[src/rtl/register_file_2r1w_if.sv]
// rtl/register_file_2r1w_if.sv - register file read/write bus
// Master drives write and read indices; slave returns the two read values.
interface register_file_2r1w_if #(
  parameter int DATA_WIDTH = 32,
  parameter int ADDR_WIDTH = 5
);
  logic                  RegWrite;
  logic [ADDR_WIDTH-1:0] WriteRegister;
  logic [DATA_WIDTH-1:0] WriteData;
  logic [ADDR_WIDTH-1:0] ReadRegister1;
  logic [ADDR_WIDTH-1:0] ReadRegister2;
  logic [DATA_WIDTH-1:0] ReadData1;
  logic [DATA_WIDTH-1:0] ReadData2;

  modport master (
    output RegWrite, WriteRegister, WriteData, ReadRegister1, ReadRegister2,
    input  ReadData1, ReadData2
  );

  modport slave (
    input  RegWrite, WriteRegister, WriteData, ReadRegister1, ReadRegister2,
    output ReadData1, ReadData2
  );
endinterface

[src/rtl/register_file_2r1w.sv]
// rtl/register_file_2r1w.sv - 32x32 MIPS register file, two combinational reads, one synchronous write
// Optional REGFILE_WRITE_BYPASS_EN forwards same-cycle WriteData to a matching read port.
module register_file_2r1w #(
  parameter int DATA_WIDTH = 32,
  parameter int ADDR_WIDTH = 5
) (
  input  logic                  Clk,
  input  logic                  Rst,
  register_file_2r1w_if.slave   rf
);
  localparam int DEPTH = 1 << ADDR_WIDTH;

  logic [DATA_WIDTH-1:0] regs [DEPTH];
  logic [DATA_WIDTH-1:0] rd1;
  logic [DATA_WIDTH-1:0] rd2;

  // Entry 0 is only ever loaded by reset; the write guard keeps it at zero.
  always_ff @(posedge Clk) begin
    if (!Rst) begin
      for (int i = 0; i < DEPTH; i++) begin
        regs[i] <= '0;
      end
    end else if (rf.RegWrite && (rf.WriteRegister != '0)) begin
      regs[rf.WriteRegister] <= rf.WriteData;
    end
  end

`ifdef REGFILE_WRITE_BYPASS_EN
  logic wr_live;
  assign wr_live = Rst && rf.RegWrite && (rf.WriteRegister != '0);
`endif

  always_comb begin
    rd1 = '0;
    rd2 = '0;
    if (rf.ReadRegister1 != '0) rd1 = regs[rf.ReadRegister1];
    if (rf.ReadRegister2 != '0) rd2 = regs[rf.ReadRegister2];
`ifdef REGFILE_WRITE_BYPASS_EN
    // wr_live already excludes index 0, so a zero read index can never match.
    if (wr_live && (rf.ReadRegister1 == rf.WriteRegister)) rd1 = rf.WriteData;
    if (wr_live && (rf.ReadRegister2 == rf.WriteRegister)) rd2 = rf.WriteData;
`endif
  end

  assign rf.ReadData1 = rd1;
  assign rf.ReadData2 = rd2;
endmodule

[src/flat_wrapper.sv]
// flat-port wrapper written by rule: the top's interface ports become plain ports
module register_file_2r1w_flat 
#(
  parameter int DATA_WIDTH = 32,
  parameter int ADDR_WIDTH = 5
)
  (Clk, Rst, rf_RegWrite, rf_WriteRegister, rf_WriteData, rf_ReadRegister1, rf_ReadRegister2, rf_ReadData1, rf_ReadData2);
  register_file_2r1w_if #(.DATA_WIDTH(DATA_WIDTH), .ADDR_WIDTH(ADDR_WIDTH)) rf_i ();
  input  logic Clk;
  input  logic Rst;
  input wire logic [$bits(rf_i.RegWrite)-1:0] rf_RegWrite;
  input wire logic [$bits(rf_i.WriteRegister)-1:0] rf_WriteRegister;
  input wire logic [$bits(rf_i.WriteData)-1:0] rf_WriteData;
  input wire logic [$bits(rf_i.ReadRegister1)-1:0] rf_ReadRegister1;
  input wire logic [$bits(rf_i.ReadRegister2)-1:0] rf_ReadRegister2;
  output wire logic [$bits(rf_i.ReadData1)-1:0] rf_ReadData1;
  output wire logic [$bits(rf_i.ReadData2)-1:0] rf_ReadData2;
  assign rf_i.RegWrite = rf_RegWrite;
  assign rf_i.WriteRegister = rf_WriteRegister;
  assign rf_i.WriteData = rf_WriteData;
  assign rf_i.ReadRegister1 = rf_ReadRegister1;
  assign rf_i.ReadRegister2 = rf_ReadRegister2;
  assign rf_ReadData1 = rf_i.ReadData1;
  assign rf_ReadData2 = rf_i.ReadData2;
  register_file_2r1w #(.DATA_WIDTH(DATA_WIDTH), .ADDR_WIDTH(ADDR_WIDTH)) u_core (.Clk(Clk), .Rst(Rst), .rf(rf_i));
endmodule
[config.mk]
export PLATFORM = sky130hd
export DESIGN_NAME = register_file_2r1w_flat
export DESIGN_NICKNAME = d
export VERILOG_FILES = /design/src/rtl/register_file_2r1w_if.sv /design/src/rtl/register_file_2r1w.sv /design/src/flat_wrapper.sv
export SDC_FILE = /design/constraint.sdc
export NUM_CORES = 2
export LEC_CHECK = 0
export CAP_MARGIN = 20
export CORE_MARGIN = 2
export CORE_UTILIZATION = 45
export CTS_CLUSTER_DIAMETER = 60
export DETAILED_ROUTE_END_ITERATION = 12
export PLACE_DENSITY = 0.61
export SLEW_MARGIN = 40
export SYNTH_ARGS = -nofsm -noshare
export SYNTH_HDL_FRONTEND = slang
export SYNTH_SLANG_ARGS = --single-unit
[constraint.sdc]
create_clock -name Clk -period 4.09 [get_ports Clk]
set_input_delay 0.409 -clock Clk [delete_from_list [all_inputs] [get_ports Clk]]
set_output_delay 0.409 -clock Clk [all_outputs]
set_load 0.02 [all_outputs]
# ---- After elaboration in Yosys (flattened, before gate mapping)
# Memory sizes are Yosys's and may differ from the RTL's.
# Cells that the tools add are included.
dict set report word_totals {
  regBits 0
  ramBits 1024
  in_bits 50
  out_inout_bits 64
  wordCells 15
  mem_count 1
}
# name words word_bits read_ports rd_ports_with_merged_regs wr line
set mem_list {}
lappend mem_list {u_core.regs 32 32 2 0 32 register_file_2r1w.sv:13} ;# logic [DATA_WIDTH-1:0] regs [DEPTH];
dict set report op_classes {
  mux 9
  reduce_logical 5
}
# operator n
set op_table {}
lappend op_table {{2-to-1 mux 32 bit} 3}
lappend op_table {{OR reduction 32 bit} 1}
lappend op_table {{nonzero test 5 bit} 3}
lappend op_table {{2-to-1 mux 1 bit} 5}
lappend op_table {{2-to-1 mux 5 bit} 1}
lappend op_table {{logical AND 1 bit} 1}

# ---- Longest topological paths before layout
dict set report depth {
  word_depth 7
  depth_mapped 8
  depth_no_buf 4
}

# ---- Least setup slack after synthesis
# No wires, ideal clock.
dict set report synth_timing {
  kind {input port to flip-flop}
  from {input Rst}
  to {memory u_core.regs[24][0] (enable)}
  setup_time_ns 0.466
  arrival_ns 3.451
  required_time_ns 3.624
  setup_slack_ns 0.173
  stages 5
  n_path_buf 2
  cell_sequence {buf_2 -> nand2_1 -> or3_1 -> buf_2 -> o21ai_0}
}
# item line
set synth_lines {}
lappend synth_lines {{start, declared} flat_wrapper.sv:10} ;# input logic Rst;
lappend synth_lines {{end, declared} register_file_2r1w.sv:13}

# ---- Final worst setup path
dict set report layout_timing {
  from {input rf_ReadRegister2[2]}
  to {output rf_ReadData2[26]}
}
dict set report layout_via {
  elab_chain_cells 2
  elab_cells_between_ends 3
  classes_between {mux: 1; reduce/logical: 1; memory: 1}
}
# item line
set layout_rtl {}
lappend layout_rtl {{start, declared} flat_wrapper.sv:15} ;# input wire logic [$bits(rf_i.ReadRegister2)-1:0] rf_ReadRegister2;
lappend layout_rtl {{memory read (32 x 32 bit) or nonzero test 5 bit (tied branches)} n/a}
lappend layout_rtl {{2-to-1 mux 32 bit (*)} register_file_2r1w.sv:37} ;# if (rf.ReadRegister2 != '0) rd2 = regs[rf.ReadRegister2];
lappend layout_rtl {{end, declared} flat_wrapper.sv:17} ;# output wire logic [$bits(rf_i.ReadData2)-1:0] rf_ReadData2;
# Mark *: on every way between the ends. The rest lies on a longest branch, timed or not.

==> summary.md <==
| Metric | Value |
|---|---|
| DP Cell Count | `5,385` |
| CTS Root Cell | `clkbuf_16` |
| CP max FO | `31` |
| Setup crit end kind | `primary output` |
| Max Freq | `0.261 GHz` |
| Worst-path clk slew | `60 ps` |
| Tot Pwr | `26.1 mW` |
| Post-CTS Setup Inserts | `0` |
| Routed WL | `188 mm` |
| Antenna Nets Post-Route | `0` |
| WP data required | `3680 ps` |
| CP Cell Sequence | `buf_8 -> buf_12 -> nor2b_4 -> buf_4 -> a221oi_1 -> a211oi_1 -> clkdlybuf4s50_1` |
| Share of layout cells above drive strength 1 | `22.9%` |
| Core area | `122,000 um2` |
| Overflow after GRT | `0` |
| Final setup margin | `260 ps` |
| Starting Density | `45.2%` |
| Max cap viols | `0` |
| Die height | `354 um` |
| Vias in the first global route | `35,400` |
| Num rows | `128` |
| Largest net degree at the start of global routing | `63` |
| Post-synth cell types | `38` |
| Die area | `125,000 um2` |
| Via count | `36,000` |
| First-pass GRT wire length | `266 mm` |
| Placed Area | `59,000 um2` |
| Area grow syn2layout | `13.9%` |
| Hold Fails Final Rpt | `0` |
| Post-synthesis cell area | `55,000 um2` |
| DR DRC count | `0` |
| Num CTS Buffers | `115` |
| CTS tree | `yes` |
| Hold Slack | `303 ps` |
| Most common cell in the synthesized netlist | `edfxtp_1` |
| Post-Synthesis Cells | `3,798` |
| Startpoint types | `input port` |
| Largest registers | `u_core.regs: 1024 flops` |
| Register area share after synthesis | `55.9%` |
| Syn Area/Cell | `14.5 um2` |
| H-tree Lvls | `3` |
| Initial antenna violation count | `15` |
| RSZ-0062 raised after global routing | `false` |
| WL per Instance | `33.6 um` |
| Final instance area | `62,700 um2` |
| Period utilization | `93.6%` |
| Max FFs per register | `1,024` |
| Final Util | `51.6%` |
| Min-Delay Path Class | `input port to register` |
| DP HPWL | `115 mm` |
| Static leakage | `22.1 nW` |
| # hold bufs at CTS | `0` |
| Crit Path Category | `input port to primary output` |
| Period minus WS final | `3830 ps` |
| Setup TNS | `0 ps` |
| Resized cells post-CTS | `0` |
| Post-synth ARST share | `0%` |
| CTS max path bufs | `3` |
| Power Dens Cells | `416 nW/um2` |
| Fin. max-slew vios | `0` |
| YS warnings | `0` |
| Worst path slowest cell | `clkdlybuf4s50_1` |
| Via/cell ratio | `6.43` |
| Actual slew at the worst max-slew pin | `882 ps` |
| # setup viols final | `0` |
| Fillcell total | `10,000` |
| Outcome | `completed` |
| Number of synthesized flops with an enable pin | `1,024` |
| CTS sink cnt | `1,024` |
| TritonRoute pass-1 iters | `5` |
| Top post-synthesis cells by area | `edfxtp_1, mux4_2, and2_1` |
| Biggest register | `u_core.regs` |
| I/O Buffers | `113` |
| All-Layer GR Usage | `29.8%` |
| Max_slew headroom | `40.9%` |
| Storage element area | `30,700 um2` |
| Top Ports | `114` |
| Post-synthesis register bit count | `1,024` |
| Slowest stage delay, CP | `760 ps` |
| Synth area leader | `edfxtp_1` |
| Initial DRC Count | `5,055` |
| Setup WS pre-CTS | `357 ps` |
| Maximum vdd drop | `0.000383 V` |
| Top_reg_cell synth | `edfxtp_1` |
| Final cell count without fillers | `5,608` |
| Routability Congestion | `0.910` |
| Area of the multi-input gates | `23,000 um2` |
| Synth cell count leaders | `edfxtp_1, and2_1, mux2i_1` |
| Die width | `354 um` |
| Nets | `3,927` |
| Crit path DAT | `3420 ps` |
| Share of the synthesized area in the top cell type | `55.9%` |
-- power by group --
group / switching [mW] / leakage, nW / internal (mW) / total, mW
Clock: 4.44 / 1.81 / 5.81 / 10.2
Combinational: 2.03 / 10.6 / 1.38 / 3.41
Sequential: 0.308 / 9.75 / 12.1 / 12.4
-- final cells by class --
| cell class | instances | share of cell area [%] |
|---|---|---|
| Timing Repair Buffer | 347 | 5.08 |
| Multi-Input combinational cell | 2386 | 36.7 |
| Tap cell | 1625 | 3.24 |
| Clock inverter | 79 | 1.01 |
| Antenna cell | 6 | 0.0240 |
| Inverter | 3 | 0.0240 |
| Sequential cell | 1024 | 49.1 |
| Clock buffer | 138 | 4.87 |
-- layer usage --
layer  vias to the layer above  global-route usage (%)  part of all wire [%]
met2                      2171                    45.6                    45
li1                      14800                       -                     -
met4                        14                    12.6                   4.6
met5                         -                       0                 0.048
met3                       403                    6.35                    10
met1                     18700                    41.4                    40
-- cells by family after synthesis --
kind of cell,count (synthesis),synth area share (%)
other,1,0.00682
buffers and inverters,419,3.49
DFF,1024,55.9
AOI/OAI and AO/OA,398,5.38
muxes,736,21.9
and+or+nand+nor,1220,13.3
-- critical path, delay by kind of cell --
kind            cells  cell delay (ps)
simple gates        1              190
compound gates      2              980
buf+inv             4             1790
-- path summary, 6_finish.rpt --
kind              depth (start not counted)                 to  slack, ps                start
setup / recovery                          7   rf_ReadData2[26]        260  rf_ReadRegister2[2]
hold / removal                            2  u_core.regs[8][7]        300      rf_WriteData[7]
-- cells in the final DEF, fill, tap and decap left out, drive strengths merged, types with 32 or more instances in the layout --
master,n
mux2i,320
o221ai,64
a311oi,32
edfxtp,1024
conb,32
clkinv,60
nand2,101
mux4,352
mux2,64
a22oi,64
nor2,38
o21ai,78
a21oi,32
a221oi,47
clkdlybuf4s50,65
clkbuf,138
nor2b,37
a211oi,64
buf,282
nand4,33
and2,994
Power figures use the tool's default switching activity.
